### config.mk
export PLATFORM = sky130hd
export DESIGN_NAME = seq_divider_flat
export DESIGN_NICKNAME = d
export VERILOG_FILES = /design/src/rtl/seq_divider_if.sv /design/src/rtl/seq_divider.sv /design/src/flat_wrapper.sv
export SDC_FILE = /design/constraint.sdc
export NUM_CORES = 1
export LEC_CHECK = 0
export BUFFER_PORTS_ARGS = -buffer_cell sky130_fd_sc_hd__buf_2
export CORE_ASPECT_RATIO = 1.5
export CORE_MARGIN = 5
export CORE_UTILIZATION = 50
export CTS_CLUSTER_SIZE = 14
export DETAILED_ROUTE_END_ITERATION = 6
export PLACE_DENSITY = 0.79
export SYNTH_ARGS = -nofsm -noshare
export SYNTH_HDL_FRONTEND = slang
export SYNTH_SLANG_ARGS = --single-unit
### constraint.sdc
create_clock -name CLK -period 6.42 [get_ports CLK]
set_input_delay 0.321 -clock CLK [delete_from_list [all_inputs] [get_ports CLK]]
set_output_delay 0.321 -clock CLK [all_outputs]
set_load 0.02 [all_outputs]
### src/rtl/seq_divider_if.sv
// Operand/result handshake bundle for seq_divider.
// The master drives operands and out_ready; the slave (divider) drives everything else.
interface seq_divider_if #(
    parameter int N = 16
);
    logic         in_valid;
    logic         in_ready;
    logic         is_signed;
    logic [N-1:0] dividend;
    logic [N-1:0] divisor;
    logic         out_valid;
    logic         out_ready;
    logic [N-1:0] quotient;
    logic [N-1:0] remainder;
    logic         div_by_zero;
    logic         overflow;

    modport master (
        output in_valid, is_signed, dividend, divisor, out_ready,
        input  in_ready, out_valid, quotient, remainder, div_by_zero, overflow
    );

    modport slave (
        input  in_valid, is_signed, dividend, divisor, out_ready,
        output in_ready, out_valid, quotient, remainder, div_by_zero, overflow
    );
endinterface

### src/rtl/seq_divider.sv
// Multi-cycle restoring divider, runtime signed/unsigned, fixed N+2 cycle latency.
// Divide-by-zero and most-negative / -1 are flagged and given defined results.
module seq_divider #(
    parameter int N = 16
) (
    input  logic        CLK,
    input  logic        RST,
    seq_divider_if.slave bus
);
    localparam int CW = $clog2(N + 1);

    typedef enum logic [2:0] {IDLE, PREP, ITER, FIX, DONE} state_t;

    state_t         r_state, w_next;
    logic [N-1:0]   r_dvd, r_dvs, r_b, r_rem, r_quo;
    logic           r_sgn, r_sign_q, r_sign_r, r_zero, r_ovf;
    logic [CW-1:0]  r_cnt;
    logic [N-1:0]   r_q_out, r_r_out;
    logic           r_dz_out, r_ov_out;

    logic [N:0]     w_rem_sh, w_trial;
    logic           w_take;
    logic [N-1:0]   w_fix_q, w_fix_r;

    // A set top bit in the shifted remainder already guarantees it exceeds the divisor.
    assign w_rem_sh = {r_rem, r_quo[N-1]};
    assign w_trial  = w_rem_sh - {1'b0, r_b};
    assign w_take   = w_rem_sh[N] | ~w_trial[N];
    assign w_fix_q  = r_sign_q ? -r_quo : r_quo;
    assign w_fix_r  = r_sign_r ? -r_rem : r_rem;

    always_ff @(posedge CLK or posedge RST) begin
        if (RST) r_state <= IDLE;
        else     r_state <= w_next;
    end

    always_comb begin
        w_next = r_state;
        case (r_state)
            IDLE:    if (bus.in_valid) w_next = PREP;
            PREP:    w_next = ITER;
            ITER:    if (r_cnt == CW'(N - 1)) w_next = FIX;
            FIX:     w_next = DONE;
            DONE:    if (bus.out_ready) w_next = IDLE;
            default: w_next = IDLE;
        endcase
    end

    always_ff @(posedge CLK or posedge RST) begin
        if (RST) begin
            r_dvd    <= '0;
            r_dvs    <= '0;
            r_sgn    <= 1'b0;
            r_b      <= '0;
            r_rem    <= '0;
            r_quo    <= '0;
            r_cnt    <= '0;
            r_sign_q <= 1'b0;
            r_sign_r <= 1'b0;
            r_zero   <= 1'b0;
            r_ovf    <= 1'b0;
            r_q_out  <= '0;
            r_r_out  <= '0;
            r_dz_out <= 1'b0;
            r_ov_out <= 1'b0;
        end else begin
            case (r_state)
                IDLE: if (bus.in_valid) begin
                    r_dvd <= bus.dividend;
                    r_dvs <= bus.divisor;
                    r_sgn <= bus.is_signed;
                end
                PREP: begin
                    r_quo    <= (r_sgn && r_dvd[N-1]) ? -r_dvd : r_dvd;
                    r_b      <= (r_sgn && r_dvs[N-1]) ? -r_dvs : r_dvs;
                    r_rem    <= '0;
                    r_cnt    <= '0;
                    r_sign_q <= r_sgn & (r_dvd[N-1] ^ r_dvs[N-1]);
                    r_sign_r <= r_sgn & r_dvd[N-1];
                    r_zero   <= (r_dvs == '0);
                    r_ovf    <= r_sgn && (r_dvd == {1'b1, {(N-1){1'b0}}}) && (&r_dvs);
                end
                ITER: begin
                    r_rem <= w_take ? w_trial[N-1:0] : w_rem_sh[N-1:0];
                    r_quo <= {r_quo[N-2:0], w_take};
                    r_cnt <= r_cnt + 1'b1;
                end
                FIX: begin
                    r_q_out  <= w_fix_q;
                    r_r_out  <= w_fix_r;
                    r_dz_out <= 1'b0;
                    r_ov_out <= 1'b0;
                    if (r_zero) begin
                        r_q_out  <= '1;
                        r_r_out  <= r_dvd;
                        r_dz_out <= 1'b1;
                    end else if (r_ovf) begin
                        r_q_out  <= r_dvd;
                        r_r_out  <= '0;
                        r_ov_out <= 1'b1;
                    end
                end
                default: ;
            endcase
        end
    end

    assign bus.in_ready    = (r_state == IDLE);
    assign bus.out_valid   = (r_state == DONE);
    assign bus.quotient    = r_q_out;
    assign bus.remainder   = r_r_out;
    assign bus.div_by_zero = r_dz_out;
    assign bus.overflow    = r_ov_out;
endmodule

### src/flat_wrapper.sv
// flat-port wrapper written by rule: the top's interface ports become plain ports
module seq_divider_flat 
#(
    parameter int N = 16
)
  (CLK, RST, bus_in_valid, bus_is_signed, bus_dividend, bus_divisor, bus_out_ready, bus_in_ready, bus_out_valid, bus_quotient, bus_remainder, bus_div_by_zero, bus_overflow);
  seq_divider_if #(.N(N)) bus_i ();
  input  logic CLK;
  input  logic RST;
  input wire logic [$bits(bus_i.in_valid)-1:0] bus_in_valid;
  input wire logic [$bits(bus_i.is_signed)-1:0] bus_is_signed;
  input wire logic [$bits(bus_i.dividend)-1:0] bus_dividend;
  input wire logic [$bits(bus_i.divisor)-1:0] bus_divisor;
  input wire logic [$bits(bus_i.out_ready)-1:0] bus_out_ready;
  output wire logic [$bits(bus_i.in_ready)-1:0] bus_in_ready;
  output wire logic [$bits(bus_i.out_valid)-1:0] bus_out_valid;
  output wire logic [$bits(bus_i.quotient)-1:0] bus_quotient;
  output wire logic [$bits(bus_i.remainder)-1:0] bus_remainder;
  output wire logic [$bits(bus_i.div_by_zero)-1:0] bus_div_by_zero;
  output wire logic [$bits(bus_i.overflow)-1:0] bus_overflow;
  assign bus_i.in_valid = bus_in_valid;
  assign bus_i.is_signed = bus_is_signed;
  assign bus_i.dividend = bus_dividend;
  assign bus_i.divisor = bus_divisor;
  assign bus_i.out_ready = bus_out_ready;
  assign bus_in_ready = bus_i.in_ready;
  assign bus_out_valid = bus_i.out_valid;
  assign bus_quotient = bus_i.quotient;
  assign bus_remainder = bus_i.remainder;
  assign bus_div_by_zero = bus_i.div_by_zero;
  assign bus_overflow = bus_i.overflow;
  seq_divider #(.N(N)) u_core (.CLK(CLK), .RST(RST), .bus(bus_i));
endmodule
# Word-level counts from Yosys, hierarchy flattened
# Index checks and enable logic that the tools add are counted.
# classes
n_addsub	6
eq_ne	9
muxes	19
n_bitwise	5
reduce_logical	10
# op_table
op	n
16-bit two-way mux	9
16-bit negator	4
16-bit one-hot mux with 2 select lines	2
17-bit by 16-bit subtractor with 17-bit output	1
16-bit == test (second input constant)	1
16-bit logical NOT	1
16-bit AND reduction	1
3-bit one-hot mux with 5 select lines	1
5-bit one-hot mux with 2 select lines	1
3-bit two-way mux	3
3-bit by 2-bit == test with 1-bit output (second input constant)	2
5-bit by 1-bit adder with 5-bit output (second input constant)	1
5-bit by 4-bit == test with 1-bit output (second input constant)	1
1-bit logical AND	4
2-bit inequality test (second input constant)	2
3-bit by 1-bit == test with 1-bit output (second input constant)	1
3-bit == test (second input constant)	1
3-bit logical NOT	1
1-bit two-way mux	3
3-bit AND reduction	1
1-bit AND	2
2-bit by 1-bit inequality test with 1-bit output (second input constant)	1
2-bit AND reduction	1
2-bit nonzero test	1
other kinds (3)	3
# totals
regBits	127

# Logic depth before layout (Yosys ltp)
# Gate-level depths: netlist of run 1.
# logic_depth
word_depth	5
ltp_mapped	10

# Worst setup path before layout of run 1
# Ideal clock, no wire load.
# synth_timing
path_kind	register to register
start	reg u_core.r_quo[15]
end	reg u_core.r_rem[2]
arrival_time_ps	2300
setup_slack_ps	3994
stages_incl_launch_ff	11
path_buffers	1
cell_sequence	dfrtp_1 inv_1 ha_1 fa_1 nor2b_1 o2111ai_1 a21oi_1 o21ai_2 and2_2 buf_2 a221o_1
# synth_between
elab_chain_len	5
# synth_lines
item	line_no	rtl
start, declared	seq_divider.sv:15	logic [N-1:0] r_dvd, r_dvs, r_b, r_rem, r_quo;
start signal, assigned	seq_divider.sv:74	r_quo <= (r_sgn && r_dvd[N-1]) ? -r_dvd : r_dvd;
start signal, assigned	seq_divider.sv:85	r_quo <= {r_quo[N-2:0], w_take};
17-bit by 16-bit subtractor with 17-bit output *	seq_divider.sv:27	assign w_trial = w_rem_sh - {1'b0, r_b};
1-bit inverter	seq_divider.sv:28	assign w_take = w_rem_sh[N] | ~w_trial[N];
1-bit OR	seq_divider.sv:28	
16-bit two-way mux *	seq_divider.sv:84	r_rem <= w_take ? w_trial[N-1:0] : w_rem_sh[N-1:0];
16-bit one-hot mux with 2 select lines *	seq_divider.sv:67	case (r_state)
end signal, assigned	seq_divider.sv:84	
end, declared	seq_divider.sv:15	
# Every way passes the cells marked *; elsewhere a longest branch is shown, timed or not.
# A chain may end at the register's enable or synchronous reset.

# Worst setup path after layout of run 1
# Same ends and word-level chain as after synthesis.

==> run_results.csv, run 1 <==
group,metric,value,unit
synth,synth-seq-area-share,0.423,
synth,synthFlopType,"dfrtp_1",
die,die_h,160,um
place,port_buffers,72,
clock_tree,hold_buffers,0,
clock_tree,insertion_delay,0.42,ns
layout,antenna_cells,0,
global_routing,grt_pass1_wl,31.5,mm
layout,postLayoutCoreUtil,0.576,
setup_path,worstPathRequired,6.71,ns
layout,drive_above_1_share,0.184,
layout,nFillCells,1317,
setup_path,max_stage_delay,0.38,ns
synth,synth_fp_nets,867,
run_status,status,"complete, no violations",
die,dieArea,0.0176,mm2
routing,postRouteWirelength,19.1,mm
sta,worst_slew_pin_slew,1.21,ns
place,hpwl,13.8,mm
setup_path,critical_path_buf_inv_count,1,
routing,via_count,6314,
global_routing,grt_max_degree,74,
clock_tree,clockBufferDepth,2,
global_routing,antenna_found_initial,0,
clock_tree,h-tree-depth,4,
routing,drc,0,
synth,synth_top_area_frac,0.423,
clock_tree,cts_tree,"built",
routing,firstDrtPassIters,5,
die,start_util,0.503,
clock_tree,cts.sinks,127,
die,ioPinCount,73,
sta,grt_setup_unrepaired,"false",
layout,layout.cells.non_filler,1067,
clock_tree,clock_tree.root_cell,"clkbuf_16",
synth,synth-async-reset-ratio,1.00,
setup_path,critPathLaunchType,"flop",
job,maxCapViolCount,0,
routing,drtAntennaViolNets,0,
sta,skew,0.00520,ns
die,core,0.0149,mm2
place,dp.cells,1035,
die,rows,55,
clock_tree,postCtsSetupRepairBufs,0,
synth,syn_area_per_cell,9.31,um2
clock_tree,postCtsResizedCells,0,
clock_tree,cts_buffers,17,
routing,vias_per_cell,5.92,
synth,yosys.area.top_type,"dfrtp_1",
clock_tree,clk_pin_slew,0.06,ns
setup_path,worst-setup-path-type,"reg2reg",
layout,area_delta_synth_final,14.6,%
synth,synth_edf_count,0,
setup_path,cp_slowest_cell,"fa_1",
layout,nets,916,
routing,wl_per_cell,17.9,um
setup_path,crit_fanout,12,
place,place.gp.congestion,0.913,
power,power.total,0.00529,W
synth,synth_cell_types,64,
synth,netlist_area,0.00750,mm2
sta,fmax,364,MHz
die,die_w,110,um
synth,synth_most_common_cell,"dfrtp_1",
min_path,hold_class,"in2async",
global_routing,track_usage,0.227,
synth,yosys-top-cells-count,"dfrtp_1 (127), o21ai_0 (73), nand2_1 (65), nor2_1 (65), a21oi_1 (50)",
synth,synth_area_leaders,"dfrtp_1 (42%), o21ai_0 (4.9%), xor2_1 (4.4%)",
power,p_per_area,615,mW/mm2
sta,setup_viol,0,
synth,synth_cells,806,
sta,holdWs,0.0123,ns
sta,relSlewSlack,0.192,
routing,drt_iter0_drc,429,
setup_path,cp.arrival,3.04,ns
sta,report.final.slew_viol_count,0,
sta,min_period_over_period,0.427,
sta,setup_tns,0,ns
sta,hold_violations,0,
setup_path,path_delay_family,"compound AO/OA/AOI/OAI gates",
setup_path,worstSetupEndpointType,"flop",
synth,ys_seq_elements,127,
global_routing,grt_pass1_vias,6278,
setup_path,crit_chain,"inv_1, ha_1, fa_1, nor2b_1, o2111ai_1, a21oi_1, o21ai_2, and2_2, a221o_1",
global_routing,grt_remaining_overflow,0,
power,leakage,3.75,nW
synth,ys_warn_count,0,
sta,fin_crit,2.74,ns
power,peakVddDrop,257,uV
-- flip-flops by register name (all words and copies together), names as in the netlist, 3 cells and up --
signal and flops:
u_core.r_dvs 16, u_core.bus.remainder 16, u_core.r_state 3, u_core.r_cnt 5
u_core.bus.quotient 16, u_core.r_quo 16, u_core.r_rem 16, u_core.r_b 16
u_core.r_dvd 16
-- logic make-up (layout without fill, tap and decap cells) --
group | count (synthesis) | in the layout | share of synthesized area
mux | 44 | 44 | 0.0635
simple gates | 233 | 233 | 0.154
compound gates | 231 | 231 | 0.198
flops | 127 | 127 | 0.423
fa+ha+maj | 24 | 24 | 0.0410
xor+xnor | 62 | 62 | 0.0724
buf+inv | 85 | 147 | 0.0477
-- report_power, final --
part           switching [W]  internal, W
combinational        0.00150      0.00106
clock               0.000380     0.000681
sequential          0.000507      0.00117
total                0.00238      0.00291
-- per-layer routing --
layer  vias up  track usage  wire [um]  share of wire
met3        48       0.0360        972          0.051
li1       3019            -          -              -
met5         -            0          0              0
met1      3053        0.264       7230           0.38
met4         0        0.114        817          0.043
met2       194        0.393      10000           0.53
-- final timing paths --
| kind | start | cells past startpoint | to | slack (ns) |
|---|---|---|---|---|
| setup reg to reg | u_core.r_quo[15]$_DFFE_PP0P_ | 9 | u_core.r_rem[2]$_DFFE_PP0P_ | 3.68 |
| max in group asynchronous | RST | 3 | u_core.r_dvs[0]$_DFFE_PP0P_ | 5.05 |
| hold / removal | RST | 2 | u_core.r_dvd[10]$_DFFE_PP0P_ | 0.01 |
| hold reg to reg | u_core.bus.quotient[7]$_DFFE_PP0P_ | 2 | u_core.bus.quotient[7]$_DFFE_PP0P_ | 0.47 |
| min in group CLK | bus_out_ready | 2 | u_core.r_state[2]$_DFFE_PP0P_ | 0.10 |
| setup / recovery | u_core.r_quo[15]$_DFFE_PP0P_ | 9 | u_core.r_rem[2]$_DFFE_PP0P_ | 3.68 |
-- per-stage QoR --
| stage | cell area [um2] | setup WS (ns) |
|---|---|---|
| final | 8600 | 3.68 |
| after global routing | 8600 | 3.42 |
| after CTS | 8600 | 3.70 |
| after detailed placement | 7950 | 3.68 |
| after global placement | 7950 | 3.76 |
| after floorplan | 7500 | 2.71 |
-- layout make-up --
cell class                      count  area [um2]  area share
Inverter                           37         141      0.0164
Timing Repair Buffer               78         405      0.0471
Clock buffer                       19         453      0.0527
Sequential cell                   127        3180       0.370
Tap cell                          199         249      0.0290
Multi-Input combinational cell    594        3970       0.462
Clock inverter                     13         201      0.0234
-- placed cells by master (no fill, tap or decap), types with 4 or more instances in the layout --
cell       instances
or3_1             11
mux2i_1           15
buf_2             72
a21oi_1           50
a21o_1             5
a221oi_1           5
clkbuf_16         17
nor3_1            22
nand4_1            6
or4_1              6
buf_4              6
nor2_1            64
inv_1             36
o21ai_0           73
a211oi_1           4
nand3_1           13
and3_1             5
nor4_1             6
a22oi_1           11
clkinv_4           4
a32oi_1            5
mux2_2            29
dfrtp_1          127
a221o_1            9
or2_2              4
o31ai_1           15
a31oi_1            7
o22ai_1           12
xor2_1            38
inv_6              4
ha_1              23
nand2_1           65
nand2b_1          10
xnor2_1           24
bufinv_16          4
(Power assumes the default switching activity.)
==> run 2, diff against run 1 <==
--- a/config.mk
+++ b/config.mk
@@ -11,7 +11,7 @@
 export CORE_UTILIZATION = 50
 export CTS_CLUSTER_SIZE = 14
 export DETAILED_ROUTE_END_ITERATION = 6
-export PLACE_DENSITY = 0.79
+export PLACE_DENSITY = 0.82
 export SYNTH_ARGS = -nofsm -noshare
 export SYNTH_HDL_FRONTEND = slang
 export SYNTH_SLANG_ARGS = --single-unit
==> constraint.sdc (replaced) <==
create_clock -name CLK -period 2.5 [get_ports CLK]
set_input_delay 0.125 -clock CLK [delete_from_list [all_inputs] [get_ports CLK]]
set_output_delay 0.125 -clock CLK [all_outputs]
set_load 0.02 [all_outputs]
==> run_results.csv, run 2 (synthesis gave the netlist of run 1 again) <==
group,metric,value,unit
sta,min_period_over_period,0.957,
global_routing,track_usage,0.239,
setup_path,cp.arrival,2.69,ns
routing,drt_iter0_drc,421,
global_routing,grt_remaining_overflow,0,
die,core,0.0149,mm2
global_routing,antenna_found_initial,0,
die,dieArea,0.0176,mm2
layout,nets,999,
place,place.gp.congestion,0.936,
setup_path,cp_slowest_cell,"dfrtp_1",
place,port_buffers,72,
die,ioPinCount,73,
clock_tree,clk_pin_slew,0.06,ns
setup_path,worstSetupEndpointType,"flop",
layout,layout.cells.non_filler,1150,
sta,skew,0.00977,ns
power,leakage,4.11,nW
setup_path,crit_chain,"ha_1, a21o_1, a2111oi_4, o211ai_1, o21ai_4, buf_4, nor2_2, a221o_1",
run_status,status,"complete, no violations",
sta,setup_ws,0.108,ns
sta,worst_slew_pin_slew,0.707,ns
global_routing,grt_pass1_vias,6531,
routing,via_count,6675,
routing,vias_per_cell,5.80,
place,place_area,0.00832,mm2
clock_tree,cts_buffers,17,
die,die_h,160,um
setup_path,crit_fanout,7,
clock_tree,clockBufferDepth,2,
setup_path,worst-setup-path-type,"reg2reg",
clock_tree,insertion_delay,0.42,ns
layout,drive_above_1_share,0.223,
sta,fin_crit,2.39,ns
place,hpwl,15.0,mm
routing,postRouteWirelength,20.4,mm
clock_tree,h-tree-depth,4,
setup_path,worstPathRequired,2.80,ns
place,dp.cells,1081,
power,power.total,0.0143,W
sta,report.final.slew_viol_count,0,
min_path,hold_class,"in2reg",
place,place_ws,-0.0411,ns
sta,relSlewSlack,0.517,
global_routing,grt_max_degree,118,
setup_path,critical_path_buf_inv_count,1,
routing,wl_per_cell,17.8,um
die,start_util,0.503,
layout,fin_area,0.00932,mm2
die,die_w,110,um
sta,holdWs,0.0327,ns
die,rows,55,
clock_tree,cts_tree,"built",
routing,firstDrtPassIters,6,
layout,final_cell_mix,"dfrtp_1 (127), o21ai_0 (72), buf_2 (72)",
setup_path,critPathLaunchType,"flop",
global_routing,grt_pass1_wl,33.1,mm
clock_tree,cts.sinks,127,
setup_path,max_stage_delay,0.38,ns
job,maxCapViolCount,0,
sta,fmax,418,MHz
sta,hold_violations,0,
routing,drc,0,
power,p_per_area,1530,mW/mm2
layout,layout_commonest_cell,"dfrtp_1",
layout,antenna_cells,0,
layout,area_delta_synth_final,24.2,%
setup_path,path_delay_family,"compound AO/OA/AOI/OAI gates",
power,peakVddDrop,596,uV
routing,drtAntennaViolNets,0,
clock_tree,clock_tree.root_cell,"clkbuf_16",
sta,setup_viol,0,
==> run 2: area by class of cell <==
| class | count | area, um2 |
|---|---|---|
| fill | 1218 | 5610 |
| multi-input combinational | 594 | 4020 |
| sequential | 127 | 3180 |
| timing repair buffer | 161 | 1140 |
| clock buffer | 18 | 439 |
| tap | 199 | 249 |
| clock inverter | 14 | 158 |
| inverter | 37 | 143 |
==> run 2: worst paths after layout <==
| kind | start | end | slack, ns | cells past startpoint |
|---|---|---|---|---|
| worst min-delay path | bus_in_valid | u_core.r_state[0]$_DFFE_PP0P_ | 0.03 | 3 |
| max in group asynchronous | RST | u_core.r_dvs[12]$_DFFE_PP0P_ | 1.39 | 4 |
| worst max-delay path | u_core.r_rem[12]$_DFFE_PP0P_ | u_core.r_rem[11]$_DFFE_PP0P_ | 0.11 | 8 |
| worst min register to register | u_core.bus.div_by_zero$_DFFE_PP0P_ | u_core.bus.div_by_zero$_DFFE_PP0P_ | 0.47 | 2 |
| min in group asynchronous | RST | u_core.bus.remainder[11]$_DFFE_PP0P_ | 0.21 | 3 |
| worst max register to register | u_core.r_rem[12]$_DFFE_PP0P_ | u_core.r_rem[11]$_DFFE_PP0P_ | 0.11 | 8 |
==> run 2: metrics by stage <==
| stage | setup TNS [ns] | utilization |
|---|---|---|
| 2_1_floorplan | 0 | - |
| 3_3_place_gp | 0 | 0.557 |
| 3_5_place_dp | -0.174 | 0.557 |
| 4_1_cts | 0 | 0.621 |
| 5_1_grt | -0.206 | 0.624 |
| 6_report | 0 | 0.624 |
==> run 2: routing by layer <==
layer  GRT usage  vias to the layer above  wire [um]
met2       0.401                      260      10400
met5           0                        -          0
li1            -                     3182          -
met4       0.158                        0       1400
met1       0.276                     3150       7660
met3      0.0336                       83       1020
==> run 2: where the power goes <==
group	switching [W]	internal [W]
clock	0.000985	0.00151
combinational	0.00428	0.00332
sequential	0.00117	0.00300
==> run 2: tightest hold or removal path: cells and delay by family <==
family	cells	cell delay (ns)
multiplexers	1	0.12
buffers and inverters	1	0.11
AND/OR/NAND/NOR	1	0.06
==> run 2: what timing repair did <==
item | 4_1_cts | 5_1_grt
hold buffers | 35 | 0
pin swaps | 1 | 6
resized for setup | 3 | 7
buffers inserted | 0 | 2
endpoints found under the hold margin | 44 | 0
endpoints found under the setup margin | 6 | 16
==> run 3, diff against run 2 <==
--- a/config.mk
+++ b/config.mk
@@ -7,7 +7,6 @@
 export LEC_CHECK = 0
 export BUFFER_PORTS_ARGS = -buffer_cell sky130_fd_sc_hd__buf_2
 export CORE_ASPECT_RATIO = 1.5
-export CORE_MARGIN = 5
 export CORE_UTILIZATION = 50
 export CTS_CLUSTER_SIZE = 14
 export DETAILED_ROUTE_END_ITERATION = 6
==> run_results.csv, run 3 (synthesis gave the netlist of run 1 again) <==
group,metric,value,unit
clock_tree,h-tree-depth,4,
die,die_w,102,um
sta,relSlewSlack,0.465,
routing,drt_iter0_drc,364,
setup_path,critPathLaunchType,"flop",
die,rows,54,
layout,final_cell_mix,"dfrtp_1 (127), o21ai_0 (73), buf_2 (72)",
setup_path,cp_slowest_cell,"dfrtp_1",
die,die_h,152,um
sta,grt_setup_unrepaired,"true",
job,maxCapViolCount,0,
setup_path,critical_path_buf_inv_count,1,
place,hpwl,14.5,mm
power,leakage,4.05,nW
layout,layout_commonest_cell,"dfrtp_1",
sta,min_period_over_period,0.958,
setup_path,worst-setup-path-type,"reg2reg",
die,start_util,0.514,
min_path,hold_end,"u_core.r_state[0]$_DFFE_PP0P_",
clock_tree,clockBufferDepth,2,
setup_path,max_stage_delay,0.40,ns
min_path,hp-start,"bus_in_valid",
sta,setup_tns,0,ns
setup_path,worstPathRequired,2.80,ns
sta,report.final.slew_viol_count,0,
die,ioPinCount,73,
setup_path,crit_chain,"ha_1, a21o_1, a21oi_1, a21oi_4, buf_4, o21ai_4, nor2_1, a221o_1",
routing,firstDrtPassIters,6,
routing,postRouteWirelength,20.1,mm
sta,fin_crit,2.39,ns
sta,worst_slew_pin_slew,0.800,ns
layout,area_delta_synth_final,23.1,%
setup_path,cp.arrival,2.69,ns
global_routing,track_usage,0.269,
setup_path,path_delay_family,"compound AO/OA/AOI/OAI gates",
setup_path,worstSetupEndpointType,"flop",
place,place_ws,0.0344,ns
clock_tree,clock_tree.root_cell,"clkbuf_16",
clock_tree,cts_buffers,17,
setup_path,r2r_cells,8,
sta,setup_ws,0.106,ns
routing,vias_per_cell,5.90,
global_routing,antenna_found_initial,0,
power,p_per_area,1500,mW/mm2
layout,drive_above_1_share,0.214,
layout,nets,992,
die,core,0.0146,mm2
global_routing,grt_pass1_vias,6437,
clock_tree,cts.sinks,127,
min_path,hold_class,"in2reg",
clock_tree,cts_tree,"built",
setup_path,regToRegSetupSlack,0.11,ns
sta,setup_viol,0,
die,dieArea,0.0155,mm2
routing,wl_per_cell,17.7,um
power,peakVddDrop,609,uV
sta,hold_violations,0,
global_routing,grt_pass1_wl,32.3,mm
run_status,status,"complete, no violations",
clock_tree,clk_pin_slew,0.06,ns
sta,fmax,418,MHz
place,place.gp.congestion,0.922,
routing,via_count,6712,
layout,antenna_cells,0,
global_routing,grt_remaining_overflow,0,
routing,drtAntennaViolNets,0,
setup_path,reg2reg_to,"u_core.r_rem[4]$_DFFE_PP0P_",
clock_tree,insertion_delay,0.42,ns
routing,drc,0,
setup_path,r2r-start,"u_core.r_rem[3]$_DFFE_PP0P_",
global_routing,grt_max_degree,49,
sta,skew,0.00797,ns
setup_path,crit_fanout,12,
clock_tree,postCtsSetupRepairBufs,0,
min_path,min_path_cells,3,
place,port_buffers,72,
[run 3: cell count changes in the layout (fill, tap and decap cells not counted), moves of 3 or more]
| cell | before | now |
|---|---|---|
| clkinv_4 | 4 | 1 |
| clkinvlp_4 | 3 | 6 |
| buf_4 | 52 | 44 |
| inv_6 | 3 | 0 |
[run 3: power breakdown]
group,switching (W),internal [W]
Sequential,0.00117,0.00300
Combinational,0.00423,0.00320
Clock,0.000905,0.00140
[run 3: worst max-delay path by stage]
| stage | start | endpoint | slack [ns] | depth (start not counted) |
|---|---|---|---|---|
| global placement | u_core.r_quo[15]$_DFFE_PP0P_ | u_core.r_rem[2]$_DFFE_PP0P_ | 0.09 | 9 |
| detailed placement | u_core.r_quo[15]$_DFFE_PP0P_ | u_core.r_rem[4]$_DFFE_PP0P_ | 0.03 | 9 |
| floorplan | u_core.r_quo[15]$_DFFE_PP0P_ | u_core.r_rem[2]$_DFFE_PP0P_ | 0.07 | 10 |
| CTS | u_core.r_quo[15]$_DFFE_PP0P_ | u_core.r_rem[4]$_DFFE_PP0P_ | 0.02 | 9 |
| global route | u_core.r_rem[3]$_DFFE_PP0P_ | u_core.r_rem[3]$_DFFE_PP0P_ | -0.04 | 8 |
| finish | u_core.r_rem[3]$_DFFE_PP0P_ | u_core.r_rem[4]$_DFFE_PP0P_ | 0.11 | 8 |
[run 3: per-stage QoR]
step	total power, W	hold slack (ns)	cells	instance area (um2)	util
detailed placement	0.0113	0.298	1073	8290	0.568
CTS	0.0137	0.0274	1138	9190	0.629
floorplan	0.00912	0.232	806	7510	-
global placement	0.0111	0.291	1073	8290	0.568
global route	0.0149	0.0619	1138	9240	0.633
finish	0.0139	0.0329	1138	9240	0.633
[run 3: tightest hold or removal path, cell delays in order]
cell	delay, ns
buf_2	0.11
mux2i_1	0.12
nor3_1	0.06
[run 3: cell type report]
class                           count  area [um2]
Sequential cell                   127        3180
Clock inverter                     10        91.3
Multi-Input combinational cell    594        4030
Inverter                           37         143
Fill cell                        1196        5350
Timing Repair Buffer              154        1100
Clock buffer                       20         457
Tap cell                          196         245
[run 3: metal layers]
layer  wire length [um]  track usage  up-vias
met5                  0            0        -
met4               1340        0.186        0
met3               1010       0.0478       79
met2               9980        0.447      277
met1               7770        0.308     3202
li1                   -            -     3154
[run 3: what timing repair did]
action	4_1_cts	5_1_grt
resized for setup	0	10
hold buffers	35	0
endpoints found under the hold margin	62	0
setup endpoints to repair	0	15
